File: src/rtl/can_tx_scheduler.sv
// can_tx_scheduler: picks the lowest-key pending CAN mailbox, requests it from the
// bit-level transmitter, and resolves done / lost / error outcomes per mailbox.
`default_nettype none

module can_tx_scheduler #(
  parameter int NBUF      = 4,
  parameter int MAX_RETRY = 8,
  localparam int SELW     = (NBUF > 1) ? $clog2(NBUF) : 1
) (
  input  logic            clk,
  input  logic            reset,
  input  logic            wr_en,
  input  logic [SELW-1:0] wr_sel,
  input  logic [28:0]     wr_id,
  input  logic            wr_ide,
  input  logic            abort_en,
  input  logic [SELW-1:0] abort_sel,
  input  logic            bus_idle,
  output logic            tx_req,
  output logic [SELW-1:0] tx_sel,
  output logic [28:0]     tx_id,
  output logic            tx_ide,
  input  logic            tx_ack,
  input  logic            tx_done,
  input  logic            tx_lost,
  input  logic            tx_error,
  output logic [NBUF-1:0] pending,
  output logic [NBUF-1:0] done_pulse,
  output logic [NBUF-1:0] fail_pulse,
  output logic            wr_err,
  output logic            busy
);

  typedef enum logic [1:0] {
    S_IDLE   = 2'd0,
    S_SELECT = 2'd1,
    S_REQ    = 2'd2,
    S_ACTIVE = 2'd3
  } state_t;

  state_t state, next_state;

  logic [28:0]     id_mem    [NBUF];
  logic [NBUF-1:0] ide_mem;
  logic [3:0]      retry_mem [NBUF];
  logic            abort_req;

  logic            in_req, in_active;
  logic [NBUF-1:0] abort_vec, wr_vec, cur_vec, sel_pend;
  logic            abort_cur, abort_eff, req_abort, wr_locked;
  logic            done_ev, err_ev, lost_ev, outcome_ev;
  logic            drop_err, drop_lost;
  logic [3:0]      retry_inc;

  logic [SELW-1:0] win_idx;
  logic [29:0]     win_key;
  logic            win_found;

  // Arbitration order: base id first, then standard before extended, then extension bits.
  function automatic logic [29:0] prio_key(input logic [28:0] id, input logic ide);
    prio_key = {id[28:18], ide, ide ? id[17:0] : 18'b0};
  endfunction

  assign in_req    = (state == S_REQ);
  assign in_active = (state == S_ACTIVE);

  always_comb begin
    abort_vec = '0;
    wr_vec    = '0;
    cur_vec   = '0;
    for (int i = 0; i < NBUF; i++) begin
      abort_vec[i] = abort_en && (abort_sel == SELW'(i));
      wr_vec[i]    = wr_en && (wr_sel == SELW'(i));
      cur_vec[i]   = (in_req || in_active) && (tx_sel == SELW'(i));
    end
  end

  // A mailbox being aborted this cycle must not win the selection it would vanish from.
  assign sel_pend = pending & ~abort_vec;

  always_comb begin
    win_idx   = '0;
    win_key   = '1;
    win_found = 1'b0;
    for (int i = 0; i < NBUF; i++) begin
      if (sel_pend[i] && (!win_found || (prio_key(id_mem[i], ide_mem[i]) < win_key))) begin
        win_found = 1'b1;
        win_key   = prio_key(id_mem[i], ide_mem[i]);
        win_idx   = SELW'(i);
      end
    end
  end

  assign abort_cur  = abort_en && (abort_sel == tx_sel);
  assign abort_eff  = abort_req || (in_active && abort_cur);
  assign req_abort  = in_req && abort_cur;
  assign wr_locked  = wr_en && (in_req || in_active) && (wr_sel == tx_sel);

  assign done_ev    = in_active && tx_done;
  assign err_ev     = in_active && tx_error && !tx_done;
  assign lost_ev    = in_active && tx_lost && !tx_done && !tx_error;
  assign outcome_ev = in_active && (tx_done || tx_error || tx_lost);

  assign retry_inc  = retry_mem[tx_sel] + 4'd1;
  assign drop_err   = err_ev && (abort_eff || (retry_inc == 4'(MAX_RETRY)));
  assign drop_lost  = lost_ev && abort_eff;

  always_ff @(posedge clk or posedge reset) begin
    if (reset) state <= S_IDLE;
    else       state <= next_state;
  end

  always_comb begin
    next_state = state;
    case (state)
      S_IDLE:   if ((|pending) && bus_idle) next_state = S_SELECT;
      S_SELECT: next_state = win_found ? S_REQ : S_IDLE;
      S_REQ: begin
        if (req_abort)   next_state = S_IDLE;
        else if (tx_ack) next_state = S_ACTIVE;
      end
      S_ACTIVE: if (outcome_ev) next_state = S_IDLE;
      default:  next_state = S_IDLE;
    endcase
  end

  always_ff @(posedge clk or posedge reset) begin
    if (reset) begin
      tx_req     <= 1'b0;
      tx_sel     <= '0;
      tx_id      <= '0;
      tx_ide     <= 1'b0;
      busy       <= 1'b0;
      wr_err     <= 1'b0;
      abort_req  <= 1'b0;
      pending    <= '0;
      done_pulse <= '0;
      fail_pulse <= '0;
      ide_mem    <= '0;
      for (int i = 0; i < NBUF; i++) begin
        id_mem[i]    <= '0;
        retry_mem[i] <= '0;
      end
    end else begin
      tx_req <= (next_state == S_REQ);
      busy   <= (next_state == S_REQ) || (next_state == S_ACTIVE);
      wr_err <= wr_locked;

      if ((state == S_SELECT) && win_found) begin
        tx_sel <= win_idx;
        tx_id  <= id_mem[win_idx];
        tx_ide <= ide_mem[win_idx];
      end

      // Abort on the in-flight frame waits for the outcome to decide done vs. dropped.
      if (in_active && !outcome_ev) abort_req <= abort_req || abort_cur;
      else                          abort_req <= 1'b0;

      for (int i = 0; i < NBUF; i++) begin
        if (cur_vec[i]) begin
          done_pulse[i] <= done_ev;
          fail_pulse[i] <= req_abort || drop_err || drop_lost;
          if (req_abort || done_ev || drop_err || drop_lost) begin
            pending[i]   <= 1'b0;
            retry_mem[i] <= '0;
          end else if (err_ev) begin
            retry_mem[i] <= retry_inc;
          end
        end else if (abort_vec[i]) begin
          done_pulse[i] <= 1'b0;
          fail_pulse[i] <= pending[i];
          pending[i]    <= 1'b0;
          retry_mem[i]  <= '0;
        end else begin
          done_pulse[i] <= 1'b0;
          fail_pulse[i] <= 1'b0;
          if (wr_vec[i]) begin
            id_mem[i]    <= wr_ide ? wr_id : {wr_id[10:0], 18'b0};
            ide_mem[i]   <= wr_ide;
            pending[i]   <= 1'b1;
            retry_mem[i] <= '0;
          end
        end
      end
    end
  end

endmodule

`default_nettype wire

File: config.mk
export PLATFORM = sky130hd
export DESIGN_NAME = can_tx_scheduler
export DESIGN_NICKNAME = d
export VERILOG_FILES = /design/src/rtl/can_tx_scheduler.sv
export SDC_FILE = /design/constraint.sdc
export NUM_CORES = 1
export LEC_CHECK = 0
export BUFFER_PORTS_ARGS = -buffer_cell sky130_fd_sc_hd__buf_4
export CORE_ASPECT_RATIO = 0.8
export CORE_MARGIN = 5
export CORE_UTILIZATION = 40
export DETAILED_ROUTE_END_ITERATION = 10
export GPL_TIMING_DRIVEN = 1
export PLACE_DENSITY = 0.56
export SETUP_SLACK_MARGIN = 0.02
export SYNTH_ARGS = -nofsm -noshare
export SYNTH_HDL_FRONTEND = slang
export SYNTH_SLANG_ARGS = --single-unit
File: constraint.sdc
create_clock -name clk -period 10.9 [get_ports clk]
set_clock_uncertainty 0.1 [all_clocks]
set_input_delay 1.09 -clock clk [delete_from_list [all_inputs] [get_ports clk]]
set_output_delay 1.09 -clock clk [all_outputs]
set_load 0.03 [all_outputs]
-- Word level (Yosys, flattened, before mapping)
Cells that the tools add are included.
- flip-flop bits (word level): 186
- output and inout port bits: 47
- logic and storage cells: 213
- bitwise logic cells: 12
- reductions and logical operators: 74
- mux-type cells: 69
- add/sub/neg operators: 1
- eq/ne operators: 25
- order comparisons: 6
- operators by type and width (operator ; count):
    less-than comparator 30 bit ; 3
    two-way mux 30 bit ; 3
    two-way mux 29 bit ; 3
    two-way mux 18 bit ; 4
    two-way mux 4 bit ; 16
    binary-select mux 29 bit (select 2 bit) ; 1
    logical AND 1 bit ; 32
    two-way mux 1 bit ; 32
    == test 2 bit, second input constant ; 10
    AND reduction 2 bit ; 8
    logical OR 1 bit ; 15
    two-way mux 2 bit ; 7
    != test 3 x 1 -> 1 bit, second input constant ; 4
    AND reduction 3 bit ; 4
    nonzero test 3 bit ; 4
    binary-select mux 4 bit (select 2 bit) ; 1
    == test 2 x 1 -> 1 bit, second input constant ; 4
    zero test 2 bit ; 4
    != test 2 x 1 -> 1 bit, second input constant ; 4
    NOT 1 bit ; 8
    one-hot mux 2 bit (4 select lines) ; 1
    >= comparator 3 bit, second input constant ; 2
    zero test 1 bit ; 6
    NOT 2 -> 3 bit ; 2
    8 further kinds ; 9

-- Depth between registers and ports, before layout
- word-level depth: 21
- gate-level depth with buffers: 37
- depth with buffers taken out: 29

-- Worst setup path after synthesis
Ideal clock, no wire load.
- path type: input port to flip-flop
- start: input abort_sel[1]
- end: register tx_id[10]
- path buffers: 7
- arrival: 8282 ps
- setup time: 80 ps
- path slack: 2438 ps
- cell stages on the path: 35
- data required time: 10720 ps
- path through: buf_4 or3b_1 nand2_1 clkbuf_1 buf_1 nor2_1 ha_1 a21oi_1 nor2_1 a2111oi_0 and3_1 o22a_1 clkbuf_1 nor2_1 a21oi_1 ha_1 and3_1 a221o_1 a221oi_2 nor2_1 nor3_1 a31oi_1 buf_4 buf_2 mux2_2 ha_1 a21o_1 a21o_1 a21oi_1 a2111o_1 a2111oi_0 o2bb2ai_1 or3_4 buf_6 o211ai_2
- longest elaborated chain between the ends: 21
- elaborated cells between the ends (all ways): 37
- those cells by class: 3 x order compare; 3 x eq/ne; 13 x mux; 3 x bitwise; 15 x reduce/logical
- RTL lines (what ; RTL line ; RTL):
    start, declared ; 17 ; input logic [SELW-1:0] abort_sel,
    zero test 2 bit ; 72 ; abort_vec[i] = abort_en && (abort_sel == SELW'(i));
    logical AND 1 bit ; 72 ;
    NOT 4 bit * ; 79 ; assign sel_pend = pending & ~abort_vec;
    bitwise AND 4 bit * ; 79 ;
    two-way mux 30 bit / two-way mux 1 bit (equally long branches) ; 86 ; if (sel_pend[i] && (!win_found || (prio_key(id_mem[i], ide_mem[i]) < win_key))) begin
    less-than comparator 30 bit / zero test 1 bit (equally long branches) ; 86 ;
    logical OR 1 bit ; 86 ;
    logical AND 1 bit ; 86 ;
    [4 not listed] ; n/a ;
    two-way mux 30 bit / two-way mux 1 bit (equally long branches) ; 86 ;
    less-than comparator 30 bit / zero test 1 bit (equally long branches) ; 86 ;
    logical OR 1 bit ; 86 ;
    logical AND 1 bit ; 86 ;
    two-way mux 2 bit ; 86 ;
    NOT 2 -> 3 bit (implied by the code) ; 151 ; tx_id <= id_mem[win_idx];
    binary-select mux 29 bit (select 2 bit) ; 151 ;
    two-way mux 29 bit (implied by the code) (2 in series) ; 151 ;
    end signal, assigned ; 151 ;
    end, declared ; 21 ; output logic [28:0] tx_id,
Every way passes the cells marked *; elsewhere a longest branch is shown, timed or not. The select of a mux whose other input is x is not followed.
A chain may end at the register's enable or synchronous reset.

-- Final worst setup path
- start: input abort_sel[1]
- end: register tx_id[18]
The elaborated chain is that of the path after synthesis.

==> reports/results.txt <==
Synth Area per Inst: 9.13 µm²
largest net degree at the start of global routing: 109
detailed-route via count: 9742
initial core utilization: 0.402
multiplexer share of the synthesized area: 0.101
n_diodes: 0
Post-DP HPWL: 24900 µm
relative slew slack: 0.308
clk buf depth: 2
Setup-failing EPs final: 0
Reg clk slew, reported paths: 0.07 ns
area leader, netlist: dfrtp_1
top_reg_cell synth: dfrtp_1
Synth async-reset ratio: 1.00
post-cts repair resize count: 0
Req. time, crit path: 11.16 ns
Slew Viols, Final: 0
synth-to-layout area growth: 13.2%
CP Capture Type: register
Leakage: 6.26 nW
FP Rows: 56
Final min period: 10.15 ns
H-tree Lvls: 4
Arr. time, crit path: 10.42 ns
chip height: 163 µm
flop2flop setup slack: 1.26 ns
Die Footprint: 32800 µm²
Compound-Gate Fraction of Synth Area: 0.198
initial antenna violation count: 1
post-layout util: 0.455
Nets: 1454
Num CTS Buffers: 17
count of cell types in the netlist: 70
DRC viols: 0
GRT Resource Usage Total: 0.221
final hold violation count: 0
Post-Synth Simple-Gate Area: 0.166
sequential fraction of the synthesis area: 0.396
first-pass GRT wire length: 56900 µm
crit path launch type: primary input
PD cells: 285 nW/µm²
CP Max Fanout: 34
CP Class: primary input to register
largest cells by area after synthesis: dfrtp_1 40%, ha_1 9.4%, nand2_1 7.6%, o21ai_0 6.1%, mux2_2 5.8%
clk sinks: 185
final wirelength: 35800 µm
Synth Warn #: 0
Clk Latency, worst-skew pair: 0.45 ns
area share of fa/ha/maj cells after synthesis: 0.0942
CP max-delay cell: or3_4
CTS tree: built
maximum vdd drop: 0.178 mV
main combinational cell family by area after synthesis: compound AO/OA/AOI/OAI gates
post-route ant nets: 0
vias per cell: 5.69
Mapped Cells: 1281
share of Yosys cell area claimed by the top area cell type: 0.396
RSZ-0062 raised after global routing: no
syn nets: 1412
Worst Max-Slew Pin Slew: 1.03 ns
Setup TNS: 0 ns
setup repair bufs after CTS: 0
flops & latches, synth: 185
First-pass DRT Iterations: 5
Die X: 201 µm
vias in the first global route: 9627
Tcrit/Tclk final: 0.931
Synth Cell Area: 11700 µm²
grt total ovfl: 0
DR iter-0 viols: 751
root buffer cell: clkbuf_16
Post-synth EDFFs: 0
f_max: 98.5 MHz
Post-Synth XOR/XNOR Area: 0.00374
PortBufs: 89
# IOs: 90
hold buffers post-CTS: 0
status: completed
GP Congestion: 0.891
max cap viols: 0
share of cells above drive strength 1: 0.189
Hold Crit Class: register to register
Core Box Area: 29100 µm²
average wire per standard cell: 20.9 µm
Max stage delay on crit path: 0.74 ns
layout by cell type (no fill, tap or decap), types with 3 or more instances in the layout:
cell type  count
o21ai_1        3
mux2i_1       42
mux4_2         4
dfrtp_1      185
a21oi_1       76
mux2_2        60
nor2_1        78
ha_1          88
inv_6          4
o21a_1         3
nand3_1       10
o21ai_0      142
a31oi_1        5
nor2b_1        3
nand4_1       17
and2_1        40
a21o_1         8
nand2b_1       4
clkinv_2       3
nand3b_1       5
a22o_1         4
nor3_1         7
xnor2_1        3
o211ai_2      30
a211o_1        4
buf_4        104
nor3b_1        4
o31ai_1       10
inv_1         31
o211ai_1      31
nor4_1         4
a211oi_1       5
nand2_1      234
and3_1         6
or3_1          3
clkbuf_16     17
critical path, delay by kind of cell:
kind | cells | cell delay, ns
buf+inv | 4 | 1.15
mux | 1 | 0.40
compound gates | 12 | 3.01
simple gates | 9 | 3.71
fa+ha+maj | 3 | 0.97
synthesized netlist by cell type, drive strengths merged, types with 3 or more instances:
| master | number |
|---|---|
| nand3 | 11 |
| a211o | 4 |
| a31oi | 6 |
| nor2 | 78 |
| nand2 | 236 |
| xnor2 | 3 |
| a211oi | 7 |
| or3b | 3 |
| a221oi | 3 |
| a21oi | 76 |
| mux2i | 42 |
| a21o | 8 |
| nand2b | 5 |
| o31ai | 10 |
| mux4 | 4 |
| and2 | 40 |
| dfrtp | 185 |
| and3 | 6 |
| mux2 | 60 |
| o21ai | 146 |
| nor3 | 7 |
| clkbuf | 53 |
| nor4 | 4 |
| o211ai | 61 |
| o21a | 3 |
| or3 | 4 |
| nor3b | 4 |
| ha | 88 |
| inv | 32 |
| buf | 29 |
| nand3b | 5 |
| nand4 | 17 |
| nor2b | 3 |
| a22o | 4 |
path summary, 6_finish.rpt:
kind                           endpoint  cells after the start          from
max in group asynchronous    id_mem[37]                      3         reset
hold / removal             retry_mem[5]                      2  retry_mem[5]
hold reg to reg            retry_mem[5]                      2  retry_mem[5]
min in group asynchronous    id_mem[23]                      2         reset
setup reg to reg              tx_id[18]                     27    pending[0]
setup / recovery              tx_id[18]                     29  abort_sel[1]
per-stage QoR:
step	cell area (µm²)	total power, mW	cells	setup WS [ns]	hold slack, ns
after CTS	13200	3.79	1713	0.851	0.377
after global routing	13200	4.06	1713	0.116	0.401
after detailed placement	12700	3.16	1681	0.391	0.360
after global placement	12700	3.13	1681	0.707	0.355
final	13200	3.77	1713	0.749	0.375
after floorplan	11700	2.52	1281	2.44	0.343
logic make-up after synthesis:
family | count (synthesis)
AND/OR/NAND/NOR | 431
multiplexers | 106
XOR/XNOR | 5
buffers and inverters | 114
flip-flops | 185
adder cells (fa/ha/maj) | 88
AO/OA/AOI/OAI | 352
state kept, by name, indices dropped and copies added (netlist names):
| register | count |
|---|---|
| busy | 1 |
| fail_pulse | 4 |
| tx_req | 1 |
| pending | 4 |
| state | 1 |
| tx_ide | 1 |
| tx_id | 29 |
| ide_mem | 4 |
| abort_req | 1 |
| id_mem | 116 |
| retry_mem | 16 |
| done_pulse | 4 |
| wr_err | 1 |
| tx_sel | 2 |
layer usage:
metal  global-route usage  part of all wire  vias up  routed length, µm
li1                     -                 -     4656                  -
met5                    0                 0        -                  0
met1                0.327              0.49     4769              17500
met4               0.0625             0.022        0                786
met2                0.332              0.43      272              15400
met3               0.0398             0.058       45               2060
cell type report:
class	instances	area (µm²)
fill	2808	15800
clock inverter	12	116
clock buffer	20	447
multi-input combinational	982	6640
sequential	185	4630
timing repair buffer	105	801
tap	377	472
inverter	32	128
where the power goes:
group	internal (mW)	leakage, nW	total [mW]	switching [mW]
logic	0.817	3.58	2.06	1.24
registers	0.863	2.41	1.10	0.238
clock network	0.325	0.277	0.616	0.290
total	2.01	6.26	3.77	1.77
Power figures use the tool's default switching activity.
